`config.mk`:
```
export PLATFORM = sky130hd
export DESIGN_NAME = alu_cmd_issuer
export DESIGN_NICKNAME = d
export VERILOG_FILES = /design/src/rtl/alu_cmd_issuer.sv
export SDC_FILE = /design/constraint.sdc
export NUM_CORES = 1
export LEC_CHECK = 0
export ABC_AREA = 1
export CAP_MARGIN = 25
export CORE_MARGIN = 8
export CORE_UTILIZATION = 51
export CTS_CLUSTER_SIZE = 40
export DETAILED_ROUTE_END_ITERATION = 16
export PLACE_DENSITY = 0.91
export SYNTH_ARGS = -nofsm -noshare
export SYNTH_HDL_FRONTEND = slang
export SYNTH_SLANG_ARGS = --single-unit
```
`constraint.sdc`:
```
create_clock -name clk -period 2.9 [get_ports clk]
set_clock_uncertainty 0.1 [all_clocks]
set_input_delay 0.725 -clock clk [delete_from_list [all_inputs] [get_ports clk]]
set_output_delay 0.725 -clock clk [all_outputs]
set_load 0.005 [all_outputs]
```
`src/rtl/alu_cmd_issuer.sv`:
```
// Command issuer for a combinational ALU: accepts one tagged command, drives the ALU
// for a fixed settle time, captures the result and returns a tagged response.
module alu_cmd_issuer #(
  parameter int unsigned DATA_LEN   = 4,
  parameter int unsigned TAG_W      = 3,
  parameter int unsigned SETTLE_CYC = 1,
  parameter int unsigned CNT_W      = 8
) (
  input  logic                clk,
  input  logic                rst,
  input  logic                cmd_valid,
  output logic                cmd_ready,
  input  logic [3:0]          cmd_op,
  input  logic [DATA_LEN-1:0] cmd_a,
  input  logic [DATA_LEN-1:0] cmd_b,
  input  logic [TAG_W-1:0]    cmd_tag,
  output logic [DATA_LEN-1:0] alu_a,
  output logic [DATA_LEN-1:0] alu_b,
  output logic [3:0]          alu_sel,
  input  logic [DATA_LEN-1:0] alu_result,
  input  logic                alu_overflow,
  input  logic                alu_zero,
  output logic                rsp_valid,
  input  logic                rsp_ready,
  output logic [DATA_LEN-1:0] rsp_result,
  output logic                rsp_zero,
  output logic                rsp_ovf,
  output logic                rsp_err,
  output logic [TAG_W-1:0]    rsp_tag,
  output logic [CNT_W-1:0]    done_cnt,
  output logic [CNT_W-1:0]    err_cnt
);

  localparam int unsigned SET_W       = 4;
  localparam logic [3:0]  SEL_IDLE    = 4'b1111;
  localparam logic [3:0]  OP_ADD      = 4'd0;
  localparam logic [3:0]  OP_SUB      = 4'd1;
  localparam logic [3:0]  OP_MAX_LEGAL = 4'd5;

  typedef enum logic [1:0] {
    ST_IDLE,
    ST_DRIVE,
    ST_RESP
  } state_t;

  state_t              r_state,      w_state_nxt;
  logic [SET_W-1:0]    r_settle,     w_settle_nxt;
  logic                r_cmd_ready,  w_cmd_ready_nxt;
  logic [DATA_LEN-1:0] r_alu_a,      w_alu_a_nxt;
  logic [DATA_LEN-1:0] r_alu_b,      w_alu_b_nxt;
  logic [3:0]          r_alu_sel,    w_alu_sel_nxt;
  logic                r_rsp_valid,  w_rsp_valid_nxt;
  logic [DATA_LEN-1:0] r_rsp_result, w_rsp_result_nxt;
  logic                r_rsp_zero,   w_rsp_zero_nxt;
  logic                r_rsp_ovf,    w_rsp_ovf_nxt;
  logic                r_rsp_err,    w_rsp_err_nxt;
  logic [TAG_W-1:0]    r_rsp_tag,    w_rsp_tag_nxt;
  logic [CNT_W-1:0]    r_done_cnt,   w_done_cnt_nxt;
  logic [CNT_W-1:0]    r_err_cnt,    w_err_cnt_nxt;

  logic w_accept;
  logic w_op_legal;
  logic w_sel_arith;

  assign w_accept    = cmd_valid & r_cmd_ready;
  assign w_op_legal  = (cmd_op <= OP_MAX_LEGAL);
  // Overflow is only meaningful for add/sub; the latched operator is still on alu_sel in DRIVE.
  assign w_sel_arith = (r_alu_sel == OP_ADD) | (r_alu_sel == OP_SUB);

  // State and output registers
  always_ff @(posedge clk) begin
    if (rst) begin
      r_state      <= ST_IDLE;
      r_settle     <= '0;
      r_cmd_ready  <= 1'b1;
      r_alu_a      <= '0;
      r_alu_b      <= '0;
      r_alu_sel    <= SEL_IDLE;
      r_rsp_valid  <= 1'b0;
      r_rsp_result <= '0;
      r_rsp_zero   <= 1'b0;
      r_rsp_ovf    <= 1'b0;
      r_rsp_err    <= 1'b0;
      r_rsp_tag    <= '0;
      r_done_cnt   <= '0;
      r_err_cnt    <= '0;
    end else begin
      r_state      <= w_state_nxt;
      r_settle     <= w_settle_nxt;
      r_cmd_ready  <= w_cmd_ready_nxt;
      r_alu_a      <= w_alu_a_nxt;
      r_alu_b      <= w_alu_b_nxt;
      r_alu_sel    <= w_alu_sel_nxt;
      r_rsp_valid  <= w_rsp_valid_nxt;
      r_rsp_result <= w_rsp_result_nxt;
      r_rsp_zero   <= w_rsp_zero_nxt;
      r_rsp_ovf    <= w_rsp_ovf_nxt;
      r_rsp_err    <= w_rsp_err_nxt;
      r_rsp_tag    <= w_rsp_tag_nxt;
      r_done_cnt   <= w_done_cnt_nxt;
      r_err_cnt    <= w_err_cnt_nxt;
    end
  end

  // Next-state and next-output logic
  always_comb begin
    w_state_nxt      = r_state;
    w_settle_nxt     = r_settle;
    w_cmd_ready_nxt  = r_cmd_ready;
    w_alu_a_nxt      = r_alu_a;
    w_alu_b_nxt      = r_alu_b;
    w_alu_sel_nxt    = r_alu_sel;
    w_rsp_valid_nxt  = r_rsp_valid;
    w_rsp_result_nxt = r_rsp_result;
    w_rsp_zero_nxt   = r_rsp_zero;
    w_rsp_ovf_nxt    = r_rsp_ovf;
    w_rsp_err_nxt    = r_rsp_err;
    w_rsp_tag_nxt    = r_rsp_tag;
    w_done_cnt_nxt   = r_done_cnt;
    w_err_cnt_nxt    = r_err_cnt;

    unique case (r_state)
      ST_IDLE: begin
        if (w_accept) begin
          w_cmd_ready_nxt = 1'b0;
          w_rsp_tag_nxt   = cmd_tag;
          if (w_op_legal) begin
            w_state_nxt   = ST_DRIVE;
            w_settle_nxt  = SET_W'(SETTLE_CYC);
            w_alu_a_nxt   = cmd_a;
            w_alu_b_nxt   = cmd_b;
            w_alu_sel_nxt = cmd_op;
          end else begin
            // Illegal op short-circuits to a response without touching the ALU.
            w_state_nxt      = ST_RESP;
            w_rsp_valid_nxt  = 1'b1;
            w_rsp_err_nxt    = 1'b1;
            w_rsp_result_nxt = '0;
            w_rsp_zero_nxt   = 1'b0;
            w_rsp_ovf_nxt    = 1'b0;
          end
        end
      end
      ST_DRIVE: begin
        w_settle_nxt = r_settle - SET_W'(1);
        if (r_settle == SET_W'(1)) begin
          w_state_nxt      = ST_RESP;
          w_rsp_valid_nxt  = 1'b1;
          w_rsp_err_nxt    = 1'b0;
          w_rsp_result_nxt = alu_result;
          w_rsp_zero_nxt   = alu_zero;
          w_rsp_ovf_nxt    = alu_overflow & w_sel_arith;
          w_alu_a_nxt      = '0;
          w_alu_b_nxt      = '0;
          w_alu_sel_nxt    = SEL_IDLE;
        end
      end
      ST_RESP: begin
        if (rsp_ready) begin
          w_state_nxt     = ST_IDLE;
          w_rsp_valid_nxt = 1'b0;
          w_cmd_ready_nxt = 1'b1;
          if (r_done_cnt != '1) w_done_cnt_nxt = r_done_cnt + CNT_W'(1);
          if (r_rsp_err && (r_err_cnt != '1)) w_err_cnt_nxt = r_err_cnt + CNT_W'(1);
        end
      end
      default: begin
        w_state_nxt     = ST_IDLE;
        w_cmd_ready_nxt = 1'b1;
        w_rsp_valid_nxt = 1'b0;
        w_alu_a_nxt     = '0;
        w_alu_b_nxt     = '0;
        w_alu_sel_nxt   = SEL_IDLE;
      end
    endcase
  end

  assign cmd_ready  = r_cmd_ready;
  assign alu_a      = r_alu_a;
  assign alu_b      = r_alu_b;
  assign alu_sel    = r_alu_sel;
  assign rsp_valid  = r_rsp_valid;
  assign rsp_result = r_rsp_result;
  assign rsp_zero   = r_rsp_zero;
  assign rsp_ovf    = r_rsp_ovf;
  assign rsp_err    = r_rsp_err;
  assign rsp_tag    = r_rsp_tag;
  assign done_cnt   = r_done_cnt;
  assign err_cnt    = r_err_cnt;

endmodule
```
==> qor.yml, run 1 <==
status:
  run_status: "completed"
place:
  place_congestion: 0.823
  pre_cts_ws_ns: 0.413
  io_buffers: 64
  hpwl_um: 4280
  dp_cells: 433
synth:
  synthCells: 325
  synth_edf_count: 0
  synth.distinct_cells: 31
  syn_avg_cell_area_um2: 7.02
  ys_ff_latch: 46
  synth-async-reset-ratio_pct: 0
  yosysWarningCount: 0
  yosys_most_used_dff: "dfxtp_1"
  synthesis.area_mm2: 0.00228
  yosys-top-cells-area: "dfxtp_1 40%, nand2_1 13%, nand3_1 7.0%"
  ys_seq_area_share_pct: 40.4
  syn-num-nets: 354
  synth_area_leader_cell: "dfxtp_1"
  synth_top_cell_area_share_pct: 40.4
drt:
  viasPerCell: 5.15
  dr_total_vias: 2271
  postRouteWirelength_um: 5600
  post-route-drc-count: 0
  dr.first_iter.drc_count: 140
  wl_per_cell_um: 12.7
  firstDrtPassIters: 4
  drtAntennaViolNets: 0
cts:
  cts_root_buffer: "clkbuf_8"
  clkTransAtPathRegs_ns: 0.09
  cts_hold_buffers: 0
  clk_latency_ns: 0.30
  post_cts_buffers: 0
  clockBufferDepth: 2
  cts_made_buffers: 5
  cts_tree: "yes"
  cts_sinks: 46
  htree_levels: 2
  cts-resized-gates: 0
grt:
  grt_max_degree: 21
  grt_pass1_wl_um: 9580
  grtUsageTotal_pct: 16.1
  antenna_found_initial: 0
  grt_pass1_vias: 2220
  gr-total-overflow: 0
sta:
  worst-slew-pin-transition_ns: 0.521
  setup_violations: 0
  rsz0062_at_grt: "false"
  min_period_ns: 2.20
  whs_ns: 0.378
  timing.fmax_mhz: 455
  timing.final.crit_share_pct: 75.7
  fin_tns_setup_ns: 0
  hold_viol_final: 0
  slew_headroom_pct: 65.3
  report.final.slew_viol_count: 0
  fin_ws_ns: 0.703
final_layout:
  diodes: 0
  final_common_cell: "nand2_1"
  final_cell_mix: "76 x nand2_1, 64 x clkdlybuf4s50_1, 46 x dfxtp_1"
  nets: 417
  fin_util_pct: 70.3
  syn2layout_area_growth_pct: 33.1
  drive_above_1_share_pct: 6.17
  fillCellCount: 362
  instances_no_fill: 441
worst_setup_path:
  rr_endpoint: "alu_sel[2]$_SDFFE_PP1P_"
  rrSetupSlack_ns: 0.96
  arrival_ns: 2.33
  crit_fanout: 13
  r2r-start: "r_state[0]$_SDFFE_PP0P_"
  critPathLaunchType: "input port"
  crit_required_ns: 3.03
  crit_type: "input port to flip-flop"
  end_kind: "flip-flop"
  r2r_cells: 7
hold_path:
  min_delay_path_depth: 2
  holdCritStartpoint: "rsp_ovf$_SDFFE_PP0P_"
  hp-class: "flip-flop to flip-flop"
  min_to: "rsp_ovf$_SDFFE_PP0P_"
floorplan:
  dieWidth_um: 82.9
  io_pins: 65
  die_y_um: 82.9
  rows: 24
  die-area_mm2: 0.00687
  start_util_pct: 52.8
  coreArea_mm2: 0.00432
flow_run:
  maxCapViolCount: 0
pwr:
  total_leakage_power_uw: 0.00118
  ir_drop_uv: 404
  p_per_area_mw_per_mm2: 648
## critical path, stage by stage
cell             delay, ns
clkdlybuf4s50_1       0.48
inv_1                 0.04
nand2_1               0.08
clkinv_1              0.22
nand2_1               0.42
nand4_1               0.17
a21oi_1               0.18
## sequential cells by signal (all words and copies together) (netlist names)
| signal | count |
|---|---|
| err_cnt | 8 |
| alu_b | 4 |
| cmd_ready | 1 |
| alu_a | 4 |
| rsp_valid | 1 |
| rsp_ovf | 1 |
| rsp_result | 4 |
| r_settle | 4 |
| r_state | 2 |
| rsp_tag | 3 |
| rsp_err | 1 |
| rsp_zero | 1 |
| done_cnt | 8 |
| alu_sel | 4 |
## final cells by class
class | instances | area, um^2 | area share [%]
inverter | 37 | 140 | 4.61
clock inverter | 1 | 5.00 | 0.165
tap | 52 | 65.1 | 2.14
clock buffer | 7 | 86.3 | 2.84
sequential | 46 | 921 | 30.3
multi-input combinational | 232 | 1160 | 38.3
timing repair buffer | 66 | 656 | 21.6
## metrics by stage
stage | total power [uW] | cell area, um^2
floorplan | 1300 | 2280
global placement | 1550 | 2950
detailed placement | 1580 | 2950
CTS | 1980 | 3040
global route | 2110 | 3040
finish | 1970 | 3040
## metal layers
layer / track usage (%) / vias up / part of all wire (%)
met4: 8.15 / 0 / 2.1
met1: 17.3 / 1037 / 43
met3: 4.10 / 11 / 5.0
met2: 28.5 / 55 / 50
met5: 0 / - / 0
li1: - / 1168 / -
## power by group
| group | leakage, uW | internal (uW) | switching, uW | total (uW) |
|---|---|---|---|---|
| combinational | 0.000759 | 329 | 408 | 736 |
| sequential | 0.000375 | 743 | 83.0 | 826 |
| clock | 0.0000482 | 193 | 215 | 407 |
| total | 0.00118 | 1260 | 705 | 1970 |
## Yosys cell counts (3+ instances only)
master,count
clkbuf_1,4
o21bai_1,8
dfxtp_1,46
inv_1,34
nand3_1,32
nand2_1,76
buf_2,3
a21oi_1,27
nor2_1,42
o21ai_0,16
xor2_1,5
ha_1,4
nand4_1,4
## worst max-delay path by stage
stage	from	endpoint	slack, ns	cells after the start
after detailed placement	cmd_op[3]	rsp_valid$_SDFFE_PP0P_	0.41	7
after global placement	cmd_op[1]	r_state[0]$_SDFFE_PP0P_	0.48	8
after CTS	cmd_op[3]	rsp_valid$_SDFFE_PP0P_	0.73	7
after floorplan	cmd_op[1]	rsp_result[0]$_SDFFE_PP0P_	1.18	8
final	cmd_op[3]	rsp_valid$_SDFFE_PP0P_	0.70	7
after global routing	cmd_op[1]	rsp_valid$_SDFFE_PP0P_	0.50	7
## kinds of logic (layout without fill, tap and decap cells)
| group | Yosys count | after routing | synth area share [%] |
|---|---|---|---|
| simple gates | 168 | 168 | 33.1 |
| compound gates | 55 | 55 | 13.8 |
| buf+inv | 47 | 111 | 8.61 |
| flops | 46 | 46 | 40.4 |
| xor+xnor | 5 | 5 | 1.92 |
| fa+ha+maj | 4 | 4 | 2.19 |
Note: power is estimated with default switching activity, not from simulation.
==> run 2: changes to the inputs <==
--- a/config.mk
+++ b/config.mk
@@ -8,10 +8,10 @@
 export ABC_AREA = 1
 export CAP_MARGIN = 25
 export CORE_MARGIN = 8
-export CORE_UTILIZATION = 51
+export CORE_UTILIZATION = 47
 export CTS_CLUSTER_SIZE = 40
 export DETAILED_ROUTE_END_ITERATION = 16
-export PLACE_DENSITY = 0.91
+export PLACE_DENSITY = 0.85
 export SYNTH_ARGS = -nofsm -noshare
 export SYNTH_HDL_FRONTEND = slang
 export SYNTH_SLANG_ARGS = --single-unit
==> constraint.sdc (replaced) <==
create_clock -name clk -period 2.2 [get_ports clk]
set_clock_uncertainty 0.1 [all_clocks]
set_input_delay 0.55 -clock clk [delete_from_list [all_inputs] [get_ports clk]]
set_output_delay 0.55 -clock clk [all_outputs]
set_load 0.005 [all_outputs]
==> qor.yml, run 2 (synthesis results as in run 1) <==
floorplan:
  start_util_pct: 48.6
  die_y_um: 85.7
  rows: 25
  coreArea_mm2: 0.00469
  io_pins: 65
  die-area_mm2: 0.00734
  dieWidth_um: 85.7
cts:
  cts-resized-gates: 0
  cts_hold_buffers: 0
  clockBufferDepth: 2
  cts_made_buffers: 5
  cts_tree: "yes"
  clk_latency_ns: 0.30
  cts_root_buffer: "clkbuf_8"
  post_cts_buffers: 0
  htree_levels: 2
  clkTransAtPathRegs_ns: 0.09
  cts_sinks: 46
pwr:
  pwr-share-clk_pct: 22.9
  p_sw_uw: 939
  pwr-share-comb_pct: 37.1
  switching_share_pct: 34.5
  ir_drop_uv: 551
  p_per_area_mw_per_mm2: 876
  sequentialPowerShare_pct: 40.1
  total_leakage_power_uw: 0.00122
  cell_internal_pwr_uw: 1780
worst_setup_path:
  cp_top_family: "buffers and inverters"
  critPathLaunchType: "flip-flop"
  path_cells: "clkdlybuf4s50_1"
  end_kind: "output pin"
  crit_type: "flip-flop to output pin"
  crit_fanout: 5
  critPathMaxStageDelay_ns: 0.54
  worst-path-stages: 1
  crit_required_ns: 1.55
  arrival_ns: 1.28
  crit_buf_inv: 1
  slowest_stage: "clkdlybuf4s50_1"
  r2r_cells: 8
grt:
  grt_max_degree: 21
  grt_pass1_vias: 2166
  gr-total-overflow: 0
  grt_pass1_wl_um: 9540
  antenna_found_initial: 0
  grtUsageTotal_pct: 15.8
sta:
  hold_viol_final: 0
  fin_ws_ns: 0.273
  timing.fmax_mhz: 519
  setup_violations: 0
  rsz0062_at_grt: "false"
  fin_tns_setup_ns: 0
  worst-slew-pin-transition_ns: 0.385
  slew_headroom_pct: 74.3
  min_period_ns: 1.93
  report.final.slew_viol_count: 0
  timing.final.crit_share_pct: 87.6
drt:
  postRouteWirelength_um: 5830
  wl_per_cell_um: 13.0
  post-route-drc-count: 0
  dr.first_iter.drc_count: 154
  dr_total_vias: 2303
  firstDrtPassIters: 4
  drtAntennaViolNets: 0
  viasPerCell: 5.13
final_layout:
  fillCellCount: 438
  nets: 423
  final_common_cell: "nand2_1"
  syn2layout_area_growth_pct: 36.0
  ff_latch_area_um2: 921
  diodes: 0
  final_cell_mix: "76 x nand2_1, 64 x clkdlybuf4s50_1, 46 x dfxtp_1"
  drive_above_1_share_pct: 7.85
  multi_input_comb_area_mm2: 0.00116
place:
  pre_cts_ws_ns: 0.109
  io_buffers: 64
  hpwl_um: 4360
  place_congestion: 0.807
hold_path:
  min_delay_path_depth: 2
  hp-class: "flip-flop to flip-flop"
status:
  run_status: "completed"
flow_run:
  maxCapViolCount: 0
-- run 2: cell count changes in the layout (fill, tap and decap cells not counted), sizes merged --
| cell | delta |
|---|---|
| buf | +6 |
| bufinv | +1 |
| clkbuf | -2 |
| clkinv | +1 |
-- run 2: path summary, 6_finish.rpt --
| kind | slack [ns] | to | from |
|---|---|---|---|
| max | 0.27 | err_cnt[2] | err_cnt[2]$_SDFFE_PP0P_ |
| min | 0.37 | rsp_valid$_SDFFE_PP0P_ | rsp_valid$_SDFFE_PP0P_ |
| max reg2reg | 0.49 | err_cnt[1]$_SDFFE_PP0P_ | err_cnt[0]$_SDFFE_PP0P_ |
| min reg2reg | 0.37 | rsp_valid$_SDFFE_PP0P_ | rsp_valid$_SDFFE_PP0P_ |
-- run 2: stage by stage --
step / hold slack [ns] / util [%] / total power, uW / instances / cell area [um^2]
after CTS: 0.369 / 66.1 / 2740 / 449 / 3100
after detailed placement: 0.354 / 63.8 / 2110 / 441 / 2990
after floorplan: 0.342 / - / 1710 / 325 / 2280
final: 0.365 / 66.1 / 2720 / 449 / 3100
after global placement: 0.334 / 63.8 / 2080 / 441 / 2990
after global routing: 0.397 / 66.1 / 2910 / 449 / 3100
-- run 2: layer usage --
| metal | vias to the layer above | global-route usage, % | routed length [um] |
|---|---|---|---|
| met4 | 0 | 6.37 | 125 |
| met3 | 13 | 4.30 | 338 |
| met2 | 62 | 27.9 | 2900 |
| li1 | 1184 | - | - |
| met1 | 1044 | 17.6 | 2460 |
| met5 | - | 0 | 0 |
-- run 2: power by group through the flow --
stage / clock, uW / sequential, uW / combinational, uW
global route: 669 / 1110 / 1130
floorplan: 0 / 1100 / 610
detailed placement: 0 / 1110 / 1010
global placement: 0 / 1100 / 981
CTS: 637 / 1090 / 1010
finish: 622 / 1090 / 1010
-- run 2: final cells by class --
class	instances	share of cell area (%)
clock buffer	5	2.22
clock inverter	3	1.29
inverter	37	4.52
multi-input combinational	232	37.5
sequential	46	29.7
tap	54	2.18
timing repair buffer	72	22.6
==> run 3: changes to the inputs <==
--- a/config.mk
+++ b/config.mk
@@ -7,6 +7,7 @@
 export LEC_CHECK = 0
 export ABC_AREA = 1
 export CAP_MARGIN = 25
+export CORE_ASPECT_RATIO = 0.75
 export CORE_MARGIN = 8
 export CORE_UTILIZATION = 47
 export CTS_CLUSTER_SIZE = 40
==> qor.yml, run 3 (synthesis results as in run 1) <==
cts:
  cts_made_buffers: 5
  post_cts_buffers: 0
  cts-resized-gates: 0
  clockBufferDepth: 2
  clkTransAtPathRegs_ns: 0.08
  cts_hold_buffers: 0
  clk_latency_ns: 0.30
  cts_root_buffer: "clkbuf_8"
  htree_levels: 2
  cts_tree: "yes"
  cts_sinks: 46
sta:
  timing.final.crit_share_pct: 87.5
  rsz0062_at_grt: "false"
  fin_tns_setup_ns: 0
  setup_violations: 0
  worst-slew-pin-transition_ns: 0.396
  min_period_ns: 1.92
  whs_ns: 0.361
  slew_headroom_pct: 73.5
  hold_viol_final: 0
  timing.fmax_mhz: 520
  report.final.slew_viol_count: 0
drt:
  firstDrtPassIters: 4
  postRouteWirelength_um: 5660
  wl_per_cell_um: 12.5
  post-route-drc-count: 0
  dr.first_iter.drc_count: 147
  viasPerCell: 5.04
  dr_total_vias: 2288
  drtAntennaViolNets: 0
final_layout:
  final_cell_mix: "76 x nand2_1, 64 x clkdlybuf4s50_1, 46 x dfxtp_1"
  multi_input_comb_area_mm2: 0.00116
  instances_no_fill: 454
  ff_latch_area_um2: 921
  syn2layout_area_growth_pct: 36.0
  nets: 422
  final_common_cell: "nand2_1"
  drive_above_1_share_pct: 7.61
  finish.instance_area_mm2: 0.00310
  diodes: 0
  fillCellCount: 436
grt:
  gr-total-overflow: 0
  grt_pass1_wl_um: 9580
  grtUsageTotal_pct: 15.7
  grt_pass1_vias: 2148
  grt_max_degree: 21
  antenna_found_initial: 0
worst_setup_path:
  critPathLaunchType: "flip-flop"
  crit_fanout: 5
  end_kind: "output pin"
  crit_required_ns: 1.55
  rrSetupSlack_ns: 0.52
  rr_endpoint: "alu_sel[2]$_SDFFE_PP1P_"
  arrival_ns: 1.27
  crit_buf_inv: 1
  cp_top_family: "buffers and inverters"
  crit_type: "flip-flop to output pin"
  slowest_stage: "clkdlybuf4s50_1"
  r2r-start: "r_settle[1]$_SDFFE_PP0P_"
  critPathMaxStageDelay_ns: 0.54
  r2r_cells: 8
  path_cells: "clkdlybuf4s50_1"
floorplan:
  start_util_pct: 47.6
  dieWidth_um: 96.5
  coreArea_mm2: 0.00479
  die-area_mm2: 0.00736
  rows: 22
  die_y_um: 76.3
  io_pins: 65
place:
  io_buffers: 64
  placed_area_mm2: 0.00299
  place_congestion: 0.822
  hpwl_um: 4300
  dp_cells: 446
hold_path:
  min_delay_path_depth: 2
  hp-class: "flip-flop to flip-flop"
  min_to: "rsp_valid$_SDFFE_PP0P_"
  holdCritStartpoint: "rsp_valid$_SDFFE_PP0P_"
pwr:
  total_leakage_power_uw: 0.00122
  ir_drop_uv: 485
  p_per_area_mw_per_mm2: 861
flow_run:
  maxCapViolCount: 0
status:
  run_status: "completed"
run 3: changes by cell type in the layout (fill, tap and decap cells not counted):
cell	delta
buf_4	-1
clkbuf_8	+3
bufinv_16	-1
clkinv_2	-2
run 3: final cells by class:
| type | count | share of cell area [%] |
|---|---|---|
| clock buffer | 8 | 3.55 |
| inverter | 37 | 4.51 |
| multi-input combinational | 232 | 37.5 |
| sequential | 46 | 29.7 |
| tap | 60 | 2.42 |
| timing repair buffer | 71 | 22.3 |
run 3: layer usage:
layer | part of all wire [%] | up-vias | GRT usage (%)
li1 | - | 1183 | -
met1 | 47 | 1037 | 20.7
met2 | 44 | 63 | 23.5
met3 | 7.8 | 5 | 5.61
met4 | 0.79 | 0 | 4.07
met5 | 0 | - | 0
run 3: stage by stage:
step | worst slack (ns) | power, uW | utilization (%)
after CTS | 0.268 | 2690 | 64.8
after detailed placement | 0.0691 | 2090 | 62.5
after floorplan | 0.658 | 1710 | -
final | 0.276 | 2670 | 64.8
after global routing | 0.229 | 2870 | 64.8
after global placement | 0.170 | 2070 | 62.5
run 3: worst max path at each step:
stage | start | endpoint | slack (ns) | cells past startpoint
global route | done_cnt[4]$_SDFFE_PP0P_ | done_cnt[4] | 0.23 | 1
floorplan | cmd_op[1] | rsp_result[0]$_SDFFE_PP0P_ | 0.66 | 8
finish | done_cnt[4]$_SDFFE_PP0P_ | done_cnt[4] | 0.28 | 1
global placement | rsp_ready | err_cnt[0]$_SDFFE_PP0P_ | 0.17 | 8
CTS | done_cnt[4]$_SDFFE_PP0P_ | done_cnt[4] | 0.27 | 1
detailed placement | cmd_valid | alu_sel[0]$_SDFFE_PP1P_ | 0.07 | 7
run 3: power breakdown:
part / switching [uW] / leakage, uW / internal [uW]
Clock: 277 / 0.0000575 / 317
Combinational: 538 / 0.000784 / 457
Sequential: 105 / 0.000375 / 979
Total: 919 / 0.00122 / 1750
